`config.mk`:
```
export PLATFORM = sky130hd
export DESIGN_NAME = if_fetch_stage
export DESIGN_NICKNAME = d
export VERILOG_FILES = /design/src/rtl/cpu_pkg.sv /design/src/rtl/ifid_reg.sv /design/src/rtl/if_fetch_stage.sv
export SDC_FILE = /design/constraint.sdc
export NUM_CORES = 1
export LEC_CHECK = 0
export BUFFER_PORTS_ARGS = -buffer_cell sky130_fd_sc_hd__buf_2
export CAP_MARGIN = 20
export CORE_UTILIZATION = 50
export DETAILED_ROUTE_END_ITERATION = 10
export PLACE_DENSITY_LB_ADDON = 0.08
export SYNTH_ARGS = -nofsm -noshare
export SYNTH_HDL_FRONTEND = slang
export SYNTH_SLANG_ARGS = --single-unit
```
`constraint.sdc`:
```
create_clock -name clk -period 5.4 [get_ports clk]
set_clock_uncertainty 0.15 [all_clocks]
set_input_delay 1.08 -clock clk [delete_from_list [all_inputs] [get_ports clk]]
set_output_delay 1.08 -clock clk [all_outputs]
set_load 0.01 [all_outputs]
```
`src/rtl/cpu_pkg.sv`:
```
// cpu_pkg: shared pipeline constants, IF/ID bundle and fetch state encoding
package cpu_pkg;
  localparam logic [31:0] NOP_INSTR = 32'h0000_0000;
  localparam logic [31:0] PC_STEP = 32'd4;
  localparam logic [5:0] OPC_J = 6'b000010;
  localparam logic [5:0] OPC_BEQ = 6'b000100;
  typedef struct packed {
    logic [31:0] instr;
    logic [31:0] pc_plus4;
    logic        valid;
  } ifid_t;
  localparam ifid_t IFID_BUBBLE = '{instr: NOP_INSTR, pc_plus4: 32'h0, valid: 1'b0};
  typedef enum logic {FETCH, HALT} fetch_state_t;
endpackage

```
`src/rtl/ifid_reg.sv`:
```
// ifid_reg: IF/ID pipeline register; squash beats load, neither means hold
import cpu_pkg::*;
module ifid_reg (
  input  logic        clk,
  input  logic        reset,
  input  logic        load,
  input  logic        squash,
  input  logic [31:0] d_instr,
  input  logic [31:0] d_pc_plus4,
  output logic [31:0] q_instr,
  output logic [31:0] q_pc_plus4,
  output logic        q_valid
);
  ifid_t r_q;
  always_ff @(posedge clk or posedge reset) begin
    if (reset) r_q <= IFID_BUBBLE;
    else if (squash) r_q <= IFID_BUBBLE;
    else if (load) r_q <= '{instr: d_instr, pc_plus4: d_pc_plus4, valid: 1'b1};
  end
  assign q_instr = r_q.instr;
  assign q_pc_plus4 = r_q.pc_plus4;
  assign q_valid = r_q.valid;
endmodule

```
`src/rtl/if_fetch_stage.sv`:
```
// if_fetch_stage: PC owner and insmem initiator feeding the IF/ID register
import cpu_pkg::*;
module if_fetch_stage #(
  parameter logic [31:0] RESET_PC = 32'h0000_0000,
  parameter int          IMEM_DEPTH = 30
) (
  input  logic        clk,
  input  logic        reset,
  input  logic        stall,
  input  logic        branch_taken,
  input  logic [31:0] branch_target,
  input  logic        jump,
  input  logic [25:0] jump_index,
  output logic [31:0] imem_addr,
  input  logic [31:0] imem_instr,
  output logic [31:0] ifid_instr,
  output logic [31:0] ifid_pc_plus4,
  output logic        ifid_valid,
  output logic        halted,
  output logic [31:0] fetch_count
);
  fetch_state_t r_state, w_state_next;
  logic [31:0] r_pc, w_pc_next, w_pc4, w_jump_target, r_count;
  logic w_oor, w_squash, w_load;
  assign w_pc4 = r_pc + PC_STEP;
  assign w_jump_target = {ifid_pc_plus4[31:28], jump_index, 2'b00};
  assign w_oor = ({2'b00, r_pc[31:2]} >= 32'(IMEM_DEPTH)) || (r_pc[1:0] != 2'b00);
  always_comb begin
    w_state_next = r_state;
    w_pc_next = r_pc;
    w_squash = 1'b0;
    w_load = 1'b0;
    if (branch_taken) begin
      w_pc_next = branch_target;
      w_squash = 1'b1;
      w_state_next = FETCH;
    end else if (jump) begin
      w_pc_next = w_jump_target;
      w_squash = 1'b1;
      w_state_next = FETCH;
    end else if (!stall) begin
      // imem_instr is only consumed on the in-range path
      if (w_oor) begin
        w_squash = 1'b1;
        w_state_next = HALT;
      end else begin
        w_pc_next = w_pc4;
        w_load = 1'b1;
      end
    end
  end
  always_ff @(posedge clk or posedge reset) begin
    if (reset) begin
      r_state <= FETCH;
      r_pc <= RESET_PC;
      r_count <= 32'h0;
    end else begin
      r_state <= w_state_next;
      r_pc <= w_pc_next;
      if (w_load && !(&r_count)) r_count <= r_count + 32'd1;
    end
  end
  ifid_reg u_ifid (
    .clk(clk),
    .reset(reset),
    .load(w_load),
    .squash(w_squash),
    .d_instr(imem_instr),
    .d_pc_plus4(w_pc4),
    .q_instr(ifid_instr),
    .q_pc_plus4(ifid_pc_plus4),
    .q_valid(ifid_valid)
  );
  assign imem_addr = r_pc;
  assign halted = (r_state == HALT);
  assign fetch_count = r_count;
endmodule
```
==> results.py <==
metrics = {
    "clock_network": {
        "cts_hold_buf": 0,
        "clock-sinks": 130,
        "clk_latency_ps": 420,
        "numCtsBuffers": 17,
        "clock_path_buffers": 2,
        "htreeDepth": 4,
        "cts_setup_buffers": 0,
        "cts_tree": "yes",
        "cts_resized": 0,
        "cts-root-buf": "clkbuf_16",
        "clk_pin_slew_worst_paths_ps": 60,
    },
    "synthesis": {
        "yosysUniqueCellTypes": 54,
        "syn-cell-area_um2": 6360,
        "muxShareOfSynthArea_pct": 0.491,
        "synth-compound-area-share_pct": 16.1,
        "synth.top_cell.area_share_pct": 51.1,
        "yosysWarnings": 0,
        "syn-num-nets": 720,
        "synthTopCellsByArea": "dfrtp_1 (51%), a22o_1 (4.8%), and3_1 (3.4%), xor2_1 (3.4%), nand2_1 (3.2%)",
        "synth_top_area_cell": "dfrtp_1",
        "synth-seq-cells": 130,
        "seq_area_frac_synth_pct": 51.1,
        "ys.flop_type": "dfrtp_1",
        "synth_edf_count": 0,
        "synth-xor-area-share_pct": 5.78,
        "synth_cells": 622,
        "async_flop_share_pct": 100,
        "synth_simple_gate_area_share_pct": 21.8,
        "yosysMostFrequentCell": "dfrtp_1",
        "ys_top_cells_by_count": "dfrtp_1 (130), nand2_1 (54), a22o_1 (35), and3_1 (35), clkbuf_1 (34)",
        "synth_top_family_by_area": "simple AND/OR/NAND/NOR gates",
        "postSynthAreaPerCell_um2": 10.2,
        "synth_fa_ha_area_share_pct": 0.590,
    },
    "power": {
        "p_per_area_nw_per_um2": 296,
        "leakagePower_nw": 4.18,
        "peakVddDrop_v": 0.000223,
        "total_power_mw": 2.40,
    },
    "cells_and_area": {
        "final_cell_area_um2": 8120,
        "areaGrowthSynthToFinish_pct": 27.5,
        "nets": 920,
        "regArea_um2": 3250,
        "final_layout_size_suffix_gt1_share_pct": 32.8,
        "multiInputGateArea_um2": 2850,
        "final_core_util_pct": 66.5,
        "stdcell_count": 1005,
        "fillers": 1030,
    },
    "global_route": {
        "gr-total-overflow": 0,
        "grt_usage_pct": 27.7,
        "grt_max_degree": 71,
        "grt_pass1_wl_mm": 28.3,
        "antenna_found_initial": 2,
        "grt_pass1_vias": 5575,
    },
    "critical_path": {
        "cp.required_ps": 5580,
        "cp_max_fo": 23,
        "crit_arrival_ps": 3430,
        "ff2ff_path_depth": 6,
        "crit_path_start_kind": "flop",
        "critical_path_class": "reg2reg",
        "endpoint_kind": "flop",
    },
    "timing": {
        "setup_tns_ps": 0,
        "tightest_slew_ps": 1090,
        "rsz0062_at_grt": "no",
        "fin_ws_ps": 2150,
        "hold_viol": 0,
        "final_max_slew_viol_count": 0,
        "max_freq_mhz": 308,
        "finalCritPeriodShare_pct": 60.2,
        "min_period_ps": 3250,
        "finalSetupViolations": 0,
        "timing.hold.ws_ps": 321,
        "relSlewSlack_pct": 27.1,
    },
    "floorplanning": {
        "top_level_ports": 225,
        "die_h_um": 115,
        "die_w_um": 115,
        "die-area_um2": 13200,
        "core-area_um2": 12200,
        "initial_core_util_pct": 52.1,
        "row_count": 40,
    },
    "place": {
        "io_buffers": 224,
        "place.gp.congestion": 0.874,
        "dpl_cell_area_um2": 7540,
        "dp.cells": 971,
        "dp_hpwl_mm": 12.2,
        "pre_cts_ws_ps": 2050,
    },
    "hold_path": {
        "hold_class": "reg2reg",
        "hold_path_depth": 2,
    },
    "status": {
        "status": "complete, no violations",
    },
    "routing": {
        "drt-pass1-iter-count": 5,
        "via_per_inst": 5.84,
        "finalWirelength_mm": 17.7,
        "vias": 5874,
        "drt_iter0_markers": 487,
        "wl_per_cell_um": 17.7,
        "ant_nets": 0,
        "drc": 0,
    },
    "job": {
        "max_cap_viol_count": 0,
    },
}
[final cells by class]
class	count	share of cell area [%]
Sequential cell	130	40.1
Multi-Input combinational cell	431	35.1
Clock buffer	18	5.41
Timing Repair Buffer	231	14.5
Antenna cell	2	0.0617
Clock inverter	14	1.63
Inverter	11	0.539
Tap cell	168	2.59
[kinds of logic after synthesis]
logic type,Yosys count
adder cells (fa/ha/maj),3
flip-flops,130
AO/OA/AOI/OAI,133
multiplexers,3
XOR/XNOR,42
buffers and inverters,61
AND/OR/NAND/NOR,250
[critical path, stage by stage, from the launching register on]
cell and delay, ps:
dfrtp_1 470, nor4_1 550, nand3_1 240, o41ai_4 1020, buf_4 410, o22ai_1 120, nor3_1 180
[layer usage]
metal  vias up  wire length [um]  share of wire, %  track usage [%]
li1       2735                 -                 -                -
met1      2857              7680                43             36.2
met2       256              8540                48             45.5
met3        26              1260               7.1             6.54
met4         0               269               1.5             9.26
met5         -                 0                 0                0
[cell usage in the layout, fill, tap and decap left out, types with 21 or more instances in the layout]
cell / count
nor3_1: 21
nand4_1: 25
xor2_1: 25
and3_1: 35
nor4_1: 24
dfrtp_1: 130
nand3_1: 26
buf_2: 224
a22o_1: 35
nand2_1: 54
nor2_1: 25
[worst paths after layout]
kind / from / end / slack (ps)
max in group asynchronous: reset / u_ifid.q_instr[24]$_DFFE_PP0P_ / 3450
worst min-delay path: u_ifid.q_valid$_DFFE_PP0P_ / u_ifid.q_valid$_DFFE_PP0P_ / 320
worst max register to register: imem_addr[22]$_DFFE_PP0P_ / imem_addr[2]$_DFFE_PP0P_ / 2150
min in group asynchronous: reset / u_ifid.q_pc_plus4[25]$_DFFE_PP0P_ / 460
worst min register to register: u_ifid.q_valid$_DFFE_PP0P_ / u_ifid.q_valid$_DFFE_PP0P_ / 320
worst max-delay path: imem_addr[22]$_DFFE_PP0P_ / imem_addr[2]$_DFFE_PP0P_ / 2150
[power by group]
part	internal (mW)	switching (mW)	leakage [nW]
Combinational	0.102	0.139	2.18
Sequential	1.00	0.0607	1.74
Clock	0.649	0.448	0.262
Total	1.75	0.647	4.18
[state kept, by name, indices dropped and copies added, names as in the netlist]
register	count
fetch_count	32
u_ifid.q_valid	1
u_ifid.q_pc_plus4	32
u_ifid.q_instr	32
halted	1
imem_addr	32
Note: power is estimated with default switching activity, not from simulation.
